**src/rtl/ycc_pkg.sv**
```systemverilog
// YCbCr to RGB converter shared types.
// Modes, Q2.10 coefficient table and offset helpers.
package ycc_pkg;

    typedef enum logic [1:0] {
        MODE_601L = 2'b00,
        MODE_709L = 2'b01,
        MODE_601F = 2'b10,
        MODE_BYP  = 2'b11
    } mode_e;

    localparam int LAT = 4;
    localparam int KW  = 12;

    typedef struct packed {
        logic [KW-1:0] ky;
        logic [KW-1:0] kr;
        logic [KW-1:0] kgr;
        logic [KW-1:0] kgb;
        logic [KW-1:0] kb;
    } coef_t;

    // Packed so entry [0] is MODE_601L; bypass row is never multiplied in.
    localparam coef_t [3:0] COEF_TAB = {
        {12'd0,    12'd0,    12'd0,   12'd0,   12'd0},
        {12'd1024, 12'd1436, 12'd731, 12'd352, 12'd1815},
        {12'd1192, 12'd1836, 12'd546, 12'd218, 12'd2163},
        {12'd1192, 12'd1634, 12'd833, 12'd401, 12'd2066}
    };

    function automatic int y_off(int dw);
        return 16 << (dw - 8);
    endfunction

    function automatic int c_off(int dw);
        return 128 << (dw - 8);
    endfunction

endpackage

```
**src/rtl/ycbcr2rgb_pipe_if.sv**
```systemverilog
// Pixel bus into and out of the colour converter.
// Sync/enable sideband travels with the three components.
interface ycbcr2rgb_pipe_if #(
    parameter int DW = 8
);
    logic          in_vs;
    logic          in_hs;
    logic          in_de;
    logic [DW-1:0] in_y;
    logic [DW-1:0] in_cb;
    logic [DW-1:0] in_cr;
    logic          out_vs;
    logic          out_hs;
    logic          out_de;
    logic [DW-1:0] out_r;
    logic [DW-1:0] out_g;
    logic [DW-1:0] out_b;

    modport master (
        output in_vs, in_hs, in_de, in_y, in_cb, in_cr,
        input  out_vs, out_hs, out_de, out_r, out_g, out_b
    );

    modport slave (
        input  in_vs, in_hs, in_de, in_y, in_cb, in_cr,
        output out_vs, out_hs, out_de, out_r, out_g, out_b
    );
endinterface

```
**src/rtl/ycc_round_clamp.sv**
```systemverilog
// Round-half-up a signed fixed-point sum and saturate
// it to an unsigned DW-bit component.
module ycc_round_clamp #(
    parameter int DW = 8,
    parameter int CF = 10,
    parameter int SW = 23
) (
    input  logic signed [SW-1:0] s,
    output logic        [DW-1:0] q
);
    localparam logic signed [SW-1:0] HALF = SW'(1 << (CF - 1));
    localparam logic signed [SW-1:0] MAXV = SW'((1 << DW) - 1);

    logic signed [SW-1:0] t;

    assign t = (s + HALF) >>> CF;

    always_comb begin
        q = t[DW-1:0];
        if (t < 0)
            q = '0;
        else if (t > MAXV)
            q = '1;
    end
endmodule

```
**src/rtl/ycbcr2rgb_pipe.sv**
```systemverilog
// Four-stage YCbCr to RGB converter with per-stage mode
// tracking, sideband delay and global clock enable.
module ycbcr2rgb_pipe #(
    parameter int DW  = 8,
    parameter int CF  = 10,
    parameter int LAT = 4
) (
    input  logic            clk,
    input  logic            rst_n,
    input  logic            ce,
    input  logic [1:0]      mode,
    ycbcr2rgb_pipe_if.slave bus,
    output logic [1:0]      mode_q
);
    import ycc_pkg::*;

    localparam int PW = DW + 13;
    localparam int SW = DW + 15;
    localparam logic signed [DW:0] YOFF = (DW+1)'(y_off(DW));
    localparam logic signed [DW:0] COFF = (DW+1)'(c_off(DW));

    mode_e                mode_r, m_in, m1, m2, m3;
    logic                 vs_prev, vs_rise;
    logic signed [DW:0]   yoff_c, yo_c, cb_c, cr_c;
    logic signed [DW:0]   yo1, cb1, cr1;
    logic [3*DW-1:0]      raw1, raw2, raw3;
    logic signed [PW-1:0] py, pr, pgr, pgb, pb;
    logic signed [SW-1:0] s_r, s_g, s_b;
    logic [DW-1:0]        rc_r, rc_g, rc_b;
    logic [DW-1:0]        r_q, g_q, b_q;
    logic [2:0]           side_q [LAT];
    coef_t                k;

    // The pixel arriving with the vs edge already uses the new mode.
    assign vs_rise = bus.in_vs & ~vs_prev;
    assign m_in    = vs_rise ? mode_e'(mode) : mode_r;
    assign k       = COEF_TAB[m1];
    assign mode_q  = mode_r;

    always_comb begin
        yoff_c = (m_in == MODE_601F) ? '0 : YOFF;
        yo_c   = $signed({1'b0, bus.in_y}) - yoff_c;
        cb_c   = $signed({1'b0, bus.in_cb}) - COFF;
        cr_c   = $signed({1'b0, bus.in_cr}) - COFF;
    end

    always_ff @(posedge clk or negedge rst_n) begin
        if (!rst_n) begin
            vs_prev <= 1'b0;
            mode_r  <= MODE_601L;
            m1      <= MODE_601L;
            m2      <= MODE_601L;
            m3      <= MODE_601L;
            yo1     <= '0;
            cb1     <= '0;
            cr1     <= '0;
            raw1    <= '0;
            raw2    <= '0;
            raw3    <= '0;
            py      <= '0;
            pr      <= '0;
            pgr     <= '0;
            pgb     <= '0;
            pb      <= '0;
            s_r     <= '0;
            s_g     <= '0;
            s_b     <= '0;
            r_q     <= '0;
            g_q     <= '0;
            b_q     <= '0;
            for (int i = 0; i < LAT; i++)
                side_q[i] <= '0;
        end else if (ce) begin
            vs_prev <= bus.in_vs;
            if (vs_rise)
                mode_r <= mode_e'(mode);
            m1   <= m_in;
            yo1  <= yo_c;
            cb1  <= cb_c;
            cr1  <= cr_c;
            raw1 <= {bus.in_cr, bus.in_y, bus.in_cb};
            m2   <= m1;
            raw2 <= raw1;
            py   <= PW'(yo1) * PW'($signed({1'b0, k.ky}));
            pr   <= PW'(cr1) * PW'($signed({1'b0, k.kr}));
            pgr  <= PW'(cr1) * PW'($signed({1'b0, k.kgr}));
            pgb  <= PW'(cb1) * PW'($signed({1'b0, k.kgb}));
            pb   <= PW'(cb1) * PW'($signed({1'b0, k.kb}));
            m3   <= m2;
            raw3 <= raw2;
            s_r  <= SW'(py) + SW'(pr);
            s_g  <= SW'(py) - SW'(pgr) - SW'(pgb);
            s_b  <= SW'(py) + SW'(pb);
            if (m3 == MODE_BYP) begin
                {r_q, g_q, b_q} <= raw3;
            end else begin
                r_q <= rc_r;
                g_q <= rc_g;
                b_q <= rc_b;
            end
            side_q[0] <= {bus.in_vs, bus.in_hs, bus.in_de};
            for (int i = 1; i < LAT; i++)
                side_q[i] <= side_q[i-1];
        end
    end

    ycc_round_clamp #(.DW(DW), .CF(CF), .SW(SW)) u_rc_r (
        .s (s_r),
        .q (rc_r)
    );

    ycc_round_clamp #(.DW(DW), .CF(CF), .SW(SW)) u_rc_g (
        .s (s_g),
        .q (rc_g)
    );

    ycc_round_clamp #(.DW(DW), .CF(CF), .SW(SW)) u_rc_b (
        .s (s_b),
        .q (rc_b)
    );

    assign bus.out_r  = r_q;
    assign bus.out_g  = g_q;
    assign bus.out_b  = b_q;
    assign bus.out_vs = side_q[LAT-1][2];
    assign bus.out_hs = side_q[LAT-1][1];
    assign bus.out_de = side_q[LAT-1][0];
endmodule
```
**src/flat_wrapper.sv**
```systemverilog
// flat-port wrapper written by rule: the top's interface ports become plain ports
module ycbcr2rgb_pipe_flat import ycc_pkg::*;
#(
    parameter int DW  = 8,
    parameter int CF  = 10,
    parameter int LAT = 4
)
  (clk, rst_n, ce, mode, mode_q, bus_in_vs, bus_in_hs, bus_in_de, bus_in_y, bus_in_cb, bus_in_cr, bus_out_vs, bus_out_hs, bus_out_de, bus_out_r, bus_out_g, bus_out_b);
  ycbcr2rgb_pipe_if #(.DW(DW)) bus_i ();
  input  logic clk;
  input  logic rst_n;
  input  logic ce;
  input  logic [1:0] mode;
  output logic [1:0] mode_q;
  input wire logic [$bits(bus_i.in_vs)-1:0] bus_in_vs;
  input wire logic [$bits(bus_i.in_hs)-1:0] bus_in_hs;
  input wire logic [$bits(bus_i.in_de)-1:0] bus_in_de;
  input wire logic [$bits(bus_i.in_y)-1:0] bus_in_y;
  input wire logic [$bits(bus_i.in_cb)-1:0] bus_in_cb;
  input wire logic [$bits(bus_i.in_cr)-1:0] bus_in_cr;
  output wire logic [$bits(bus_i.out_vs)-1:0] bus_out_vs;
  output wire logic [$bits(bus_i.out_hs)-1:0] bus_out_hs;
  output wire logic [$bits(bus_i.out_de)-1:0] bus_out_de;
  output wire logic [$bits(bus_i.out_r)-1:0] bus_out_r;
  output wire logic [$bits(bus_i.out_g)-1:0] bus_out_g;
  output wire logic [$bits(bus_i.out_b)-1:0] bus_out_b;
  assign bus_i.in_vs = bus_in_vs;
  assign bus_i.in_hs = bus_in_hs;
  assign bus_i.in_de = bus_in_de;
  assign bus_i.in_y = bus_in_y;
  assign bus_i.in_cb = bus_in_cb;
  assign bus_i.in_cr = bus_in_cr;
  assign bus_out_vs = bus_i.out_vs;
  assign bus_out_hs = bus_i.out_hs;
  assign bus_out_de = bus_i.out_de;
  assign bus_out_r = bus_i.out_r;
  assign bus_out_g = bus_i.out_g;
  assign bus_out_b = bus_i.out_b;
  ycbcr2rgb_pipe #(.DW(DW), .CF(CF), .LAT(LAT)) u_core (.clk(clk), .rst_n(rst_n), .ce(ce), .mode(mode), .bus(bus_i), .mode_q(mode_q));
endmodule
```
**config.mk**
```make
export PLATFORM = sky130hd
export DESIGN_NAME = ycbcr2rgb_pipe_flat
export DESIGN_NICKNAME = d
export VERILOG_FILES = /design/src/rtl/ycc_pkg.sv /design/src/rtl/ycbcr2rgb_pipe_if.sv /design/src/rtl/ycc_round_clamp.sv /design/src/rtl/ycbcr2rgb_pipe.sv /design/src/flat_wrapper.sv
export SDC_FILE = /design/constraint.sdc
export NUM_CORES = 1
export LEC_CHECK = 0
export CORE_MARGIN = 2
export CORE_UTILIZATION = 55
export DETAILED_ROUTE_END_ITERATION = 6
export PLACE_DENSITY_LB_ADDON = 0.2
export SETUP_SLACK_MARGIN = 0.1
export SYNTH_ARGS = -nofsm -noshare
export SYNTH_HDL_FRONTEND = slang
export SYNTH_SLANG_ARGS = --single-unit
```
**constraint.sdc**
```tcl
create_clock -name clk -period 10.9 [get_ports clk]
set_input_delay 2.18 -clock clk [delete_from_list [all_inputs] [get_ports clk]]
set_output_delay 2.18 -clock clk [all_outputs]
set_load 0.05 [all_outputs]
```
==> summary.md <==
| Metric | Value |
|---|---|
| Fin util | `0.605` |
| Worst-case reg-to-reg path depth | `19` |
| Cells taking the most area after synthesis | `dfrtp_1 26%, ha_1 19%, fa_1 18%` |
| Hold endpoint | `u_core.pgb[9]$_DFFE_PN0P_` |
| Synthesized Nets | `3115` |
| Critical path's most frequent cell | `fa_1` |
| Worst r2r dst | `u_core.pr[20]$_DFFE_PN0P_` |
| Slew @ Worst Pin | `1180 ps` |
| Crit share post-route | `0.677` |
| # setup viols final | `0` |
| Dpl hpwl | `49.1 mm` |
| Wire per inst | `19.6 um` |
| Drt first pass iters | `6` |
| Fin area | `0.0274 mm^2` |
| Critical path launch point type | `flop` |
| CP max FO | `23` |
| Via Count | `17700` |
| Final Non-Filler Cells | `3133` |
| Slowest library cell on the worst path | `ha_1` |
| Wirelength, routed | `61.3 mm` |
| Final hold violation count | `0` |
| Post-synth cell types | `72` |
| Synth async-reset ratio | `1.00` |
| DR iter-0 viols | `1307` |
| Largest net degree at the start of global routing | `109` |
| Number of I/O pins | `61` |
| Total grt overflow | `0` |
| # nets final | `3149` |
| CTS tree | `built` |
| Fillcell total | `3834` |
| GR Util All Layers | `0.268` |
| Clk sinks | `257` |
| Most common cell after layout, fill and taps aside | `inv_1` |
| Commonest cells after routing, fill and taps aside | `380 x inv_1, 379 x ha_1, 257 x dfrtp_1` |
| Starting Density | `0.556` |
| Hold path start | `u_core.pgb[9]$_DFFE_PN0P_` |
| Reg clk slew, reported paths | `60 ps` |
| Delay-heaviest family, CP | `adder cells` |
| Status | `complete, no violations` |
| Endpoint type of the worst setup path | `flop` |
| Via/cell ratio | `5.64` |
| Register area share after synthesis | `0.255` |
| Syn_area_per_cell | `10.2 um^2` |
| Max Cap Viol | `0` |
| Number of global-route vias before repair | `18000` |
| Port bufs | `60` |
| Initial antenna violation count | `2` |
| EDFF count, synth | `0` |
| R2R setup slack | `3520 ps` |
| Hold Crit Class | `reg -> reg` |
| Final TNS setup | `0 ps` |
| Dpl cells | `3078` |
| Synth top area share | `0.255` |
| CP arrival | `7920 ps` |
| Die Span Y | `218 um` |
| Buf+Inv Stages, Crit Path | `4` |
| CTS H-tree depth | `1` |
| Worst setup path startpoint | `u_core.m1[0]$_DFFE_PN0P_` |
| Routed Antenna Nets | `0` |
| Synth Register Bits | `257` |
| Longest Clk Path Bufs | `3` |
| RSZ-0062 raised after global routing | `false` |
| Post-Place Cell Area | `0.0263 mm^2` |
| CP Class | `reg -> reg` |
| FF-to-FF Start | `u_core.m1[0]$_DFFE_PN0P_` |
| Post-CTS Setup Inserts | `0` |
| Die Area | `0.0475 mm^2` |
| Max frequency | `135 MHz` |
| Area leader, netlist | `dfrtp_1` |
| CP cell instances | `inv_1 > ha_1 > nand2_1 > inv_1 > fa_1 > fa_1 > inv_1 > fa_1 > inv_1 > fa_1 > fa_1 > ha_1 > nor2b_1 > o31a_1 > o41a_1 > o2111ai_1 > nand3_1 > a311o_1 > o211ai_1` |
| CP Data Required Time | `11440 ps` |
| Antenna diode count | `0` |
| Normalized max-slew margin | `0.214` |
| Yosys warnings | `0` |
| Final min period | `7380 ps` |
| Worst hold path depth | `1` |
| Global-route wire length before repair | `98.6 mm` |
| Post-Syn Instances | `2477` |
| Layout Skew | `39.8 ps` |
| Die Span X | `218 um` |
| Post-CTS sizing | `0` |
| Fraction of layout cells with a size suffix above 1 | `0.0896` |
| Post-Syn Area | `0.0252 mm^2` |
| Post-route DRC | `0` |
| Site row count | `78` |
| Synth-to-Final Area Change | `8.75%` |
| Core ar. | `0.0453 mm^2` |
| Gpl congestion | `0.931` |
| CTS root buf | `clkbuf_16` |
| Max Slew Vio Count | `0` |
| Worst-skew pair later-pin latency | `620 ps` |
| Post-CTS Hold Buffers | `0` |
| Cts bufs inserted | `31` |
| CP peak stage delay | `990 ps` |
| Ys flop type | `dfrtp_1` |
==> state kept, by name, indices dropped and copies added (netlist names), 2 cells and up <==
register / cells
u_core.bus.out_b: 8
u_core.bus.out_g: 8
u_core.bus.out_r: 8
u_core.m1: 2
u_core.m2: 2
u_core.m3: 2
u_core.pb: 18
u_core.pgb: 21
u_core.pgr: 21
u_core.pr: 18
u_core.py: 18
u_core.raw1: 24
u_core.raw2: 24
u_core.raw3: 24
u_core.s_b: 13
u_core.s_g: 14
u_core.s_r: 13
u_core.side_q: 9
u_core.yo1: 5
==> cell type report <==
type,count,area (um^2),area share
repair buffers,70,686,0.0250
clock buffers,45,898,0.0328
clock inverters,10,129,0.00471
flip-flops and latches,257,6430,0.235
multi-input cells,1768,17000,0.623
inverters,383,1440,0.0525
well taps,600,751,0.0274
==> cells by family (layout without fill, tap and decap cells) <==
family | Yosys count | after routing | share of synthesized area
buffers and inverters | 452 | 508 | 0.0675
AOI/OAI and AO/OA | 408 | 408 | 0.103
other | 1 | 1 | 0.000149
muxes | 159 | 159 | 0.0705
xor gates and xnor gates | 109 | 109 | 0.0379
DFF | 257 | 257 | 0.255
and+or+nand+nor | 485 | 485 | 0.0965
adders and majority gates | 606 | 606 | 0.369
==> synthesized netlist by cell type (all sizes together) (4+ instances only) <==
library cell	instances
ha	379
nand3	38
buf	4
nand2	138
a21o	49
a221o	8
mux2i	13
o21bai	11
fa	227
xor2	33
and3	25
or2	8
mux2	146
or3	5
a31oi	17
and2	46
a211oi	28
o21ai	97
o22ai	5
nand2b	15
nor2b	58
o31ai	7
nor2	92
nor3	22
o211ai	11
clkbuf	65
inv	381
a31o	5
o21a	16
dfrtp	257
a21oi	122
nand3b	9
xnor2	76
nand4	9
nor4	8
==> through the flow <==
step / setup slack (ps) / hold slack (ps)
2_1_floorplan: 4440 / 450
3_3_place_gp: 3840 / 470
3_5_place_dp: 3580 / 467
4_1_cts: 3560 / 480
5_1_grt: 3240 / 512
6_report: 3520 / 480
==> per-layer routing <==
| metal | routed length, um | vias to the layer above | track usage |
|---|---|---|---|
| li1 | - | 8419 | - |
| met1 | 28700 | 8767 | 0.385 |
| met2 | 27200 | 418 | 0.421 |
| met3 | 4040 | 70 | 0.0519 |
| met4 | 1280 | 2 | 0.0587 |
| met5 | 11 | - | 0 |
==> worst max path at each step <==
stage,depth (start not counted),to,slack [ps]
after floorplan,19,u_core.pr[20]$_DFFE_PN0P_,4440
after CTS,19,u_core.pr[20]$_DFFE_PN0P_,3560
after detailed placement,19,u_core.pr[20]$_DFFE_PN0P_,3580
after global placement,19,u_core.pr[20]$_DFFE_PN0P_,3840
final,19,u_core.pr[20]$_DFFE_PN0P_,3520
after global routing,19,u_core.pr[20]$_DFFE_PN0P_,3240
Power is left out: the tool's default activity adds up to more than one toggle a clock period on the data nets, which glitch-free logic cannot reach.
